--- src/rtl/time_display_scan.sv ---
// Four-digit seven-segment scanner for the packed-BCD 24-hour time bus.
// One snapshot per scan frame, blinking colon, leading-zero blanking and bad-time masking.
module time_display_scan #(
  parameter int SCAN_DIV     = 1000,
  parameter int BLANK_CYCLES = 50,
  parameter int BLINK_FRAMES = 125,
  parameter bit ACTIVE_LOW   = 1
) (
  input  logic       clk,
  input  logic       reset,
  input  logic [7:0] hour,
  input  logic [7:0] minute,
  input  logic       blank_lead,
  output logic [6:0] seg,
  output logic       colon,
  output logic [3:0] digit_en,
  output logic       frame_start,
  output logic       bad_time
);

  localparam int PW = (SCAN_DIV > 1) ? $clog2(SCAN_DIV) : 1;
  localparam int FW = (BLINK_FRAMES > 1) ? $clog2(BLINK_FRAMES) : 1;
  localparam logic [PW-1:0] PRE_MAX  = PW'(SCAN_DIV - 1);
  localparam logic [PW-1:0] PRE_ON   = PW'(BLANK_CYCLES);
  localparam logic [FW-1:0] FRM_MAX  = FW'(BLINK_FRAMES - 1);
  localparam logic [6:0]    SEG_POL  = {7{ACTIVE_LOW}};
  localparam logic [3:0]    EN_POL   = {4{ACTIVE_LOW}};
  localparam logic [6:0]    SEG_DASH = 7'b1000000;

  logic [PW-1:0] prescaler, prescaler_n;
  logic [1:0]    idx, idx_n;
  logic [FW-1:0] frame_cnt, frame_cnt_n;
  logic          colon_phase, colon_phase_n;
  logic [15:0]   snapshot, snapshot_n;
  logic          first;
  logic          bad_n;
  logic          load;
  logic          slot_on;
  logic [3:0]    nibble;
  logic [6:0]    seg_n;
  logic          colon_n;
  logic [3:0]    en_n;

  function automatic logic [6:0] decode(input logic [3:0] d);
    case (d)
      4'd0:    return 7'b0111111;
      4'd1:    return 7'b0000110;
      4'd2:    return 7'b1011011;
      4'd3:    return 7'b1001111;
      4'd4:    return 7'b1100110;
      4'd5:    return 7'b1101101;
      4'd6:    return 7'b1111101;
      4'd7:    return 7'b0000111;
      4'd8:    return 7'b1111111;
      4'd9:    return 7'b1101111;
      default: return 7'b0000000;
    endcase
  endfunction

  function automatic logic time_valid(input logic [15:0] t);
    logic hour_ok;
    hour_ok = (t[15:12] <= 4'd2) && (t[11:8] <= 4'd9) &&
              ((t[15:12] != 4'd2) || (t[11:8] <= 4'd3));
    return hour_ok && (t[7:4] <= 4'd5) && (t[3:0] <= 4'd9);
  endfunction

  // Next-state and next-output logic; outputs are computed from the state
  // being loaded so that they change on the same edge as the state.
  always_comb begin
    prescaler_n   = prescaler;
    idx_n         = idx;
    frame_cnt_n   = frame_cnt;
    colon_phase_n = colon_phase;
    snapshot_n    = snapshot;
    bad_n         = bad_time;
    load          = 1'b0;

    if (first) begin
      load        = 1'b1;
      prescaler_n = '0;
      idx_n       = 2'd3;
    end else if (prescaler == PRE_MAX) begin
      prescaler_n = '0;
      idx_n       = idx - 2'd1;
      if (idx == 2'd0) begin
        load = 1'b1;
        if (frame_cnt == FRM_MAX) begin
          frame_cnt_n   = '0;
          colon_phase_n = ~colon_phase;
        end else begin
          frame_cnt_n = frame_cnt + 1'b1;
        end
      end
    end else begin
      prescaler_n = prescaler + 1'b1;
    end

    if (load) begin
      snapshot_n = {hour, minute};
      bad_n      = ~time_valid({hour, minute});
    end

    case (idx_n)
      2'd3:    nibble = snapshot_n[15:12];
      2'd2:    nibble = snapshot_n[11:8];
      2'd1:    nibble = snapshot_n[7:4];
      default: nibble = snapshot_n[3:0];
    endcase

    slot_on = (prescaler_n >= PRE_ON);
    en_n    = slot_on ? (4'b0001 << idx_n) : 4'b0000;

    if (bad_n)
      seg_n = SEG_DASH;
    else if (blank_lead && (idx_n == 2'd3) && (snapshot_n[15:12] == 4'd0))
      seg_n = 7'b0000000;
    else
      seg_n = decode(nibble);

    colon_n = (idx_n == 2'd2) && slot_on && colon_phase_n && !bad_n;
  end

  // Scan state and output registers; polarity is applied only here.
  always_ff @(posedge clk or posedge reset) begin
    if (reset) begin
      prescaler   <= '0;
      idx         <= 2'd3;
      frame_cnt   <= '0;
      colon_phase <= 1'b0;
      snapshot    <= 16'h0000;
      first       <= 1'b1;
      seg         <= SEG_POL;
      colon       <= ACTIVE_LOW;
      digit_en    <= EN_POL;
      frame_start <= 1'b0;
      bad_time    <= 1'b0;
    end else begin
      prescaler   <= prescaler_n;
      idx         <= idx_n;
      frame_cnt   <= frame_cnt_n;
      colon_phase <= colon_phase_n;
      snapshot    <= snapshot_n;
      first       <= 1'b0;
      seg         <= seg_n ^ SEG_POL;
      colon       <= colon_n ^ ACTIVE_LOW;
      digit_en    <= en_n ^ EN_POL;
      frame_start <= load;
      bad_time    <= bad_n;
    end
  end

endmodule

--- config.mk ---
export PLATFORM = sky130hd
export DESIGN_NAME = time_display_scan
export DESIGN_NICKNAME = d
export VERILOG_FILES = /design/src/rtl/time_display_scan.sv
export SDC_FILE = /design/constraint.sdc
export NUM_CORES = 1
export LEC_CHECK = 0
export ABC_AREA = 0
export BUFFER_PORTS_ARGS = -buffer_cell sky130_fd_sc_hd__buf_2
export CELL_PAD_IN_SITES_DETAIL_PLACEMENT = 0
export CELL_PAD_IN_SITES_GLOBAL_PLACEMENT = 1
export CORE_MARGIN = 2
export CORE_UTILIZATION = 30
export CTS_BUF_LIST = sky130_fd_sc_hd__clkbuf_2 sky130_fd_sc_hd__clkbuf_4 sky130_fd_sc_hd__clkbuf_8
export CTS_CLUSTER_DIAMETER = 50
export DETAILED_ROUTE_END_ITERATION = 16
export GPL_ROUTABILITY_DRIVEN = 0
export PLACE_DENSITY = 0.58
export SLEW_MARGIN = 20
export SYNTH_ARGS = -nofsm -noshare
export SYNTH_HDL_FRONTEND = slang
export SYNTH_SLANG_ARGS = --single-unit
--- constraint.sdc ---
create_clock -name clk -period 6.83 [get_ports clk]
set_input_delay 1.0245 -clock clk [delete_from_list [all_inputs] [get_ports clk]]
set_output_delay 1.0245 -clock clk [all_outputs]
set_load 0.005 [all_outputs]
==> flow_summary.ini, run 1 <==
[placed_design]
dp_hpwl_um = 3880
portBuffers = 32
pre_cts_slack_ns = 3.53

[clocking]
cts.path.max_buffers = 2
post-cts-setup-buffer-count = 0
hold_buffers = 0
clockRootBuffer = clkbuf_8
ctsResizeCount = 0
insertion_delay_ns = 0.31
clock-sinks = 51
htree_num_levels = 2
clk_pin_slew_ns = 0.10
cts_tree = done
cts_made_buffers = 5

[logic_synthesis]
yosys.cell_count.top_type = dfrtp_1
synth_xor_area_share_pct = 4.66
synthAdderAreaFrac_pct = 4.28
avgSynthCellArea_um2 = 11.2
synth-compound-area-share_pct = 8.37
synthFlopType = dfrtp_1
synth-simple-area-share_pct = 13.7
synthMuxAreaShare_pct = 14.8
synth_nets = 263
netlist_instances = 235
synth_warnings = 0
synth_top_family_by_area = multiplexers
yosysTopAreaCellShare_pct = 34.2
synthDominantAreaCellType = dfrtp_1
ys_seq_elements = 51
netlist_area_mm2 = 0.00263
yosysUniqueCellTypes = 51
ys_seq_area_share_pct = 49.2
synthTopCellsByArea = dfrtp_1 34%, dfstp_2 15%, mux2_2 9.4%
synth_commonest_cells = 36 x dfrtp_1, 25 x nor2_1, 22 x mux2_2
synth_edf_count = 0
async_reset_ff_share_pct = 100

[floorplanning]
die_area_mm2 = 0.00954
num_rows = 34
fp.dieW_um = 97.7
coreArea_mm2 = 0.00859
start_util_pct = 30.6
io_pins = 33
die_y_um = 97.7

[sta]
fin_crit_sh_pct = 47.8
slew-limit-headroom_pct = 47.5
drv_slew = 0
finalHoldViolCount = 0
rsz0062_at_grt = no
worst_pin_slew_ns = 0.785
setup_tns_ns = 0
fin_crit_ns = 3.27
setup_ws_ns = 3.56
setup_viol = 0
clock.fmax_mhz = 306
clock_skew_ns = 0.00991

[finish]
drive_gt1_share_pct = 32.3
synthToLayoutAreaGrowth_pct = 13.5
fin_nets = 296
antenna_cells = 0

[worst_setup_path]
rrSetupSlack_ns = 3.56
crit_type = flip-flop to flip-flop
startpoint_type = flip-flop
critical_path_arrival_ns = 3.50
worst-path-max-fanout = 20
cp-end-kind = flip-flop
cp.required_ns = 7.06

[global_routing]
grt_antenna_before_repair = 0
grt_pass1_wl_um = 9160
grt_max_degree = 52
grt_usage_pct = 11.9
grt_overflow_total = 0
grt_pass1_vias = 1888

[drt]
first_pass_iters = 3
wl_per_cell_um = 14.1
via_count = 1812
drt-vias-per-instance = 4.81
drt-initial-drc-count = 38
drt_wl_total_um = 5310
drc = 0
ant_nets = 0

[pwr]
vdd_drop_max_mv = 0.0686
power.leakage_uw = 0.00131
powerDensity_mw_per_mm2 = 190

[flow_run]
cap_violations = 0

[run_status]
status = complete, no violations

[hold_path]
hold_class = flip-flop to flip-flop
==> cell families (layout without fill, tap and decap cells) <==
family / after synthesis / count (layout)
DFF: 51 / 51
buffers and inverters: 26 / 60
xor gates and xnor gates: 14 / 14
and+or+nand+nor: 70 / 70
other: 1 / 1
adders and majority gates: 9 / 9
muxes: 33 / 33
AOI/OAI and AO/OA: 31 / 31
==> through the flow <==
step           hold WS, ns  total power (uW)  instances  util (%)  area, um^2
2_1_floorplan        0.436               375        235         -        2630
3_3_place_gp         0.453               393        369      33.5        2880
3_5_place_dp         0.456               394        369      33.7        2890
4_1_cts              0.473               584        377      34.8        2990
5_1_grt              0.488               604        377      34.8        2990
6_report             0.462               569        377      34.8        2990
==> cells in the final DEF, fill, tap and decap left out, drive strengths merged, types with 2 or more instances in the layout <==
cell type and instances:
o21ai 10, nor2 26, a21oi 4, clkinvlp 2
and3 3, xnor2 4, clkbuf 5, ha 9
nand4 6, buf 33, xor2 10, and2 2
inv 20, dfstp 15, nand2b 2, mux2 26
dfrtp 36, mux2i 7, nand3 11, nand2 8
a32oi 3, nor4 3
==> critical path: stages, from the launching register on <==
cell and delay (ns):
dfrtp_1 0.43, ha_1 0.30, and2_1 0.25, a41oi_4 0.64
mux2_2 0.42, mux2_2 0.26, mux2_2 0.33, ha_1 0.29
inv_1 0.07, nor2_1 0.04, o21ai_0 0.15
==> power by group <==
| group | switching (uW) | internal, uW | total, uW |
|---|---|---|---|
| clock network | 109 | 73.5 | 182 |
| logic | 35.4 | 29.8 | 65.2 |
| registers | 6.48 | 315 | 321 |
| total | 151 | 418 | 569 |
==> state kept, by name, summed over array words and instances, names as in the netlist <==
signal and flops:
digit_en 4, prescaler 10, first 1, snapshot 16, frame_cnt 7, seg 7, colon_phase 1, frame_start 1
colon 1, idx 2, bad_time 1
==> cell type report <==
type                    instances  area [um^2]
repair buffers                 33          168
multi-input cells             158         1220
clock buffers                   5         68.8
inverters                      19         73.8
fillers                       907         5610
clock inverters                 3         23.8
well taps                     108          135
flip-flops and latches         51         1290
==> final timing paths <==
check / start / endpoint / depth (start not counted)
hold reg to reg: colon_phase / colon_phase / 1
min in group asynchronous: reset / frame_cnt[2] / 2
setup / recovery: prescaler[0] / seg[1] / 10
hold / removal: colon_phase / colon_phase / 1
max in group asynchronous: reset / prescaler[1] / 2
setup reg to reg: prescaler[0] / seg[1] / 10
==> metal layers <==
| metal | GRT usage [%] | share of wire (%) | vias up |
|---|---|---|---|
| met4 | 2.56 | 0.51 | 0 |
| li1 | - | - | 893 |
| met1 | 15.3 | 46 | 892 |
| met3 | 2.88 | 3.4 | 3 |
| met2 | 20.4 | 50 | 24 |
| met5 | 0 | 0 | - |
(Power assumes the default switching activity.)
==> run 2, diff against run 1 <==
==> constraint.sdc (replaced) <==
create_clock -name clk -period 3.4 [get_ports clk]
set_input_delay 0.51 -clock clk [delete_from_list [all_inputs] [get_ports clk]]
set_output_delay 0.51 -clock clk [all_outputs]
set_load 0.005 [all_outputs]
==> run 2 against run 1 <==
Clock power up 110%. Worst setup slack worse by 3.2 ns. Highest routed layer unchanged. Power up 100%. Clock skew up 0.0062 ns. Register-to-register slack worse by 3.2 ns. Combinational power up 100%.
==> flow_summary.ini, run 2 (synthesized netlist as in run 1, its figures left out) <==
[placed_design]
place_inst = 372
portBuffers = 32
dp_hpwl_um = 3800

[floorplanning]
fp.dieW_um = 97.7
coreArea_mm2 = 0.00859
io_pins = 33
start_util_pct = 30.6
die_area_mm2 = 0.00954
num_rows = 34
die_y_um = 97.7

[pwr]
p_switching_uw = 312
power.leakage_uw = 0.00133
powerDensity_mw_per_mm2 = 387
clkPwrFrac_pct = 33.1
sequentialPowerShare_pct = 55.6
p_comb_share_pct = 11.3
power.internal_uw = 849
vdd_drop_max_mv = 0.190
swShare_pct = 26.9

[drt]
drc = 0
drt_wl_total_um = 5240
drt-initial-drc-count = 28
via_count = 1760
drt-vias-per-instance = 4.63
first_pass_iters = 4
wl_per_cell_um = 13.8
ant_nets = 0

[finish]
synthToLayoutAreaGrowth_pct = 14.1
fin_util_pct = 34.9
mostFrequentLayoutCell = dfrtp_1
finalNonFillerCells = 380
largestRegisters = snapshot x16, prescaler x10
multi_input_area_mm2 = 0.00121
largest_reg_flops = 16
fillers = 886
layout_common_cells = 36 x dfrtp_1, 32 x buf_2, 25 x nor2_1
antenna_cells = 0
top_register = snapshot
drive_gt1_share_pct = 33.1
regArea_mm2 = 0.00129
fin_nets = 299

[worst_setup_path]
critPathMaxStageDelay_ns = 0.45
crit_path_frequent_cell = mux2_2
worstPathCellList = ha_1, and2_1, a41oi_2, buf_4, mux2_2, mux2_2, mux2_2, ha_1, inv_1, nor2_1, o21ai_0
r2r-start = prescaler[0]
worst-path-max-fanout = 17
startpoint_type = flip-flop
cp.required_ns = 3.64
crit_slowest_cell = dfrtp_1
critical_path_arrival_ns = 3.28
crit_type = flip-flop to flip-flop
cp-end-kind = flip-flop
reg2reg_depth = 11
rrSetupSlack_ns = 0.35
timing.rr.end = seg[1]

[sta]
slew-limit-headroom_pct = 57.7
finalHoldViolCount = 0
worst_pin_slew_ns = 0.635
setup_tns_ns = 0
setup_viol = 0
drv_slew = 0
clock_skew_ns = 0.0161
clock.fmax_mhz = 328
fin_crit_sh_pct = 89.6
rsz0062_at_grt = no
fin_crit_ns = 3.05

[global_routing]
grt_overflow_total = 0
grt_max_degree = 52
grt_pass1_wl_um = 8850
grt_pass1_vias = 1825
grt_antenna_before_repair = 0
grt_usage_pct = 11.4

[clocking]
hold_buffers = 0
cts_tree = done
cts_made_buffers = 5
clk_pin_slew_ns = 0.11
ctsResizeCount = 0
insertion_delay_ns = 0.31
cts.path.max_buffers = 2
clock-sinks = 51
post-cts-setup-buffer-count = 0
clockRootBuffer = clkbuf_8
htree_num_levels = 2

[flow_run]
cap_violations = 0

[hold_path]
hold_class = input pin to asynchronous set/reset pin

[run_status]
status = complete, no violations
[run 2: changes by cell type in the layout (fill, tap and decap cells not counted), sizes merged]
cell / change
buf: +3
clkinvlp: -2
inv: +2
[run 2: worst max path at each step]
stage,endpoint,slack [ns],cells past startpoint,from
after detailed placement,seg[1],0.36,11,prescaler[0]
final,seg[1],0.35,11,prescaler[0]
after CTS,seg[1],0.32,11,prescaler[0]
after floorplan,seg[1],0.66,11,prescaler[0]
after global routing,seg[1],0.12,11,prescaler[0]
after global placement,seg[1],0.42,11,prescaler[0]
[run 2: layer usage]
metal / vias to the layer above / routed length (um) / global-route usage [%]
met5: - / 0 / 0
met4: 0 / 17 / 2.56
met3: 2 / 128 / 2.23
met2: 23 / 2580 / 19.4
met1: 843 / 2510 / 15.0
li1: 892 / - / -
[run 2: final cells by class]
class	count	area share, %
clock buffer	5	2.29
timing repair buffer	36	6.33
tap	108	4.50
inverter	19	2.46
sequential	51	43.1
multi-input combinational	158	40.3
clock inverter	3	0.958
[run 2: worst max-delay path, delay by kind of cell (launching register included)]
family	cells	cell delay, ns
compound gates	2	0.32
fa+ha+maj	2	0.60
buf+inv	2	0.35
flops	1	0.45
mux	3	0.98
simple gates	2	0.28
[run 2: through the flow]
stage	hold slack, ns	power, uW	instance area, um^2	worst slack, ns
2_1_floorplan	0.436	754	2630	0.661
3_3_place_gp	0.453	790	2900	0.424
3_5_place_dp	0.457	791	2910	0.357
4_1_cts	0.295	1190	3000	0.321
5_1_grt	0.328	1220	3000	0.124
6_report	0.276	1160	3000	0.355
[run 2: power by group through the flow]
stage	clock (uW)	combinational, uW	sequential, uW
CTS	409	135	645
floorplan	0	103	651
global placement	0	134	656
finish	385	131	645
global route	424	151	649
detailed placement	0	134	657
==> run 3, diff against run 2 <==
--- a/config.mk
+++ b/config.mk
@@ -15,7 +15,7 @@
 export CTS_CLUSTER_DIAMETER = 50
 export DETAILED_ROUTE_END_ITERATION = 16
 export GPL_ROUTABILITY_DRIVEN = 0
-export PLACE_DENSITY = 0.58
+export PLACE_DENSITY = 0.55
 export SLEW_MARGIN = 20
 export SYNTH_ARGS = -nofsm -noshare
 export SYNTH_HDL_FRONTEND = slang
==> run 3 against run 2 <==
Global-route usage rose by 0.91 points. Flip-flop and latch count did not move. Worst setup slack got worse by 0.092 ns. Sequential share of layout area fell by 0.46 points. Register-to-register slack got worse by 0.09 ns. Die area did not move. Sequential power barely moved.
==> flow_summary.ini, run 3 (synthesized netlist as in run 1, its figures left out) <==
[finish]
largest_reg_flops = 16
postLayoutCellArea_mm2 = 0.00304
top_register = snapshot
largestRegisters = snapshot x16, prescaler x10
multi_input_area_mm2 = 0.00121
fillers = 904
finalNonFillerCells = 382
mostFrequentLayoutCell = dfrtp_1
regArea_mm2 = 0.00129
layout_common_cells = 36 x dfrtp_1, 32 x buf_2, 25 x nor2_1
drive_gt1_share_pct = 33.6
synthToLayoutAreaGrowth_pct = 15.3
antenna_cells = 0
fin_util_pct = 35.3
fin_nets = 301

[clocking]
clock-sinks = 51
clk_pin_slew_ns = 0.10
clockRootBuffer = clkbuf_8
htree_num_levels = 2
insertion_delay_ns = 0.31
cts_tree = done
cts.path.max_buffers = 2
post-cts-setup-buffer-count = 0
ctsResizeCount = 0
hold_buffers = 0
cts_made_buffers = 5

[run_status]
status = complete, no violations

[pwr]
clkPwrFrac_pct = 36.6
sequentialPowerShare_pct = 52.5
power.leakage_uw = 0.00135
powerDensity_mw_per_mm2 = 406
swShare_pct = 24.2
p_switching_uw = 299
p_comb_share_pct = 10.9
power.internal_uw = 933
vdd_drop_max_mv = 0.181

[drt]
first_pass_iters = 4
drc = 0
wl_met3_um = 176
drt-initial-drc-count = 39
drt-vias-per-instance = 4.75
wirelength_met1_um = 2620
drt_wl_total_um = 5590
via_count = 1815
topRoutingLayerUsed = met4
ant_nets = 0
wl_per_cell_um = 14.6
met2_length_um = 2710

[sta]
clock.fmax_mhz = 319
worst_pin_slew_ns = 0.571
clock_skew_ns = 0.00805
fin_crit_ns = 3.14
rsz0062_at_grt = no
fin_crit_sh_pct = 92.3
drv_slew = 0
setup_ws_ns = 0.263
setup_viol = 0
slew-limit-headroom_pct = 61.9
setup_tns_ns = 0
finalHoldViolCount = 0

[global_routing]
grt_overflow_total = 0
grt_usage_pct = 12.3
grt_pass1_vias = 1889
grt_pass1_wl_um = 9400
grt_antenna_before_repair = 0
grt_max_degree = 31

[floorplanning]
die_area_mm2 = 0.00954
io_pins = 33
start_util_pct = 30.6
die_y_um = 97.7
fp.dieW_um = 97.7
coreArea_mm2 = 0.00859
num_rows = 34

[placed_design]
place_inst = 374
portBuffers = 32
pre_cts_slack_ns = 0.249
dp_hpwl_um = 4080
placed_area_mm2 = 0.00292

[worst_setup_path]
cp.required_ns = 3.63
crit_type = flip-flop to flip-flop
startpoint_type = flip-flop
cp-end-kind = flip-flop
critical_path_arrival_ns = 3.37
worst-path-max-fanout = 10
rrSetupSlack_ns = 0.26

[hold_path]
hold_class = input pin to asynchronous set/reset pin

[flow_run]
cap_violations = 0
==> run 3: cell count changes in the layout (fill, tap and decap cells not counted), sizes merged <==
cell    change
buf         +2
bufinv      +1
clkbuf      +1
clkinv      +1
inv         -3
==> run 3: power groups by stage <==
stage	Sequential, uW	Clock [uW]	Combinational [uW]
3_5_place_dp	657	0	137
3_3_place_gp	657	0	138
6_report	646	451	135
4_1_cts	646	467	138
5_1_grt	649	492	152
2_1_floorplan	651	0	103
==> run 3: routing by layer <==
layer | vias up | track usage, %
li1 | 895 | -
met1 | 885 | 15.6
met2 | 26 | 20.7
met3 | 9 | 2.52
met4 | 0 | 4.38
met5 | - | 0
==> run 3: layout make-up <==
class,instances,share of cell area (%)
Clock buffer,6,2.72
Tap cell,108,4.45
Inverter,19,2.35
Sequential cell,51,42.7
Clock inverter,2,1.15
Multi-Input combinational cell,158,39.9
Timing Repair Buffer,38,6.76
==> run 3: path summary, 6_finish.rpt <==
kind / startpoint / end / cells past startpoint
min in group clk: minute[4] / snapshot[4] / 2
hold reg to reg: colon_phase / colon_phase / 1
setup / recovery: prescaler[0] / seg[4] / 9
setup reg to reg: prescaler[0] / seg[4] / 9
hold / removal: reset / frame_cnt[3] / 2
max in group asynchronous: reset / digit_en[1] / 3
==> run 3: critical path, stage by stage (launching register included) <==
cell and delay (ns):
dfrtp_1 0.44, ha_1 0.23, and2_1 0.20, a41oi_2 0.51, buf_4 0.27, mux2_4 0.31, mux2_2 0.26, mux2_2 0.37
mux2_4 0.32, a32oi_1 0.15
==> run 3: per-stage QoR <==
stage / power (uW) / hold slack (ns)
2_1_floorplan: 754 / 0.436
3_3_place_gp: 795 / 0.454
3_5_place_dp: 795 / 0.460
4_1_cts: 1250 / 0.217
5_1_grt: 1290 / 0.244
6_report: 1230 / 0.200
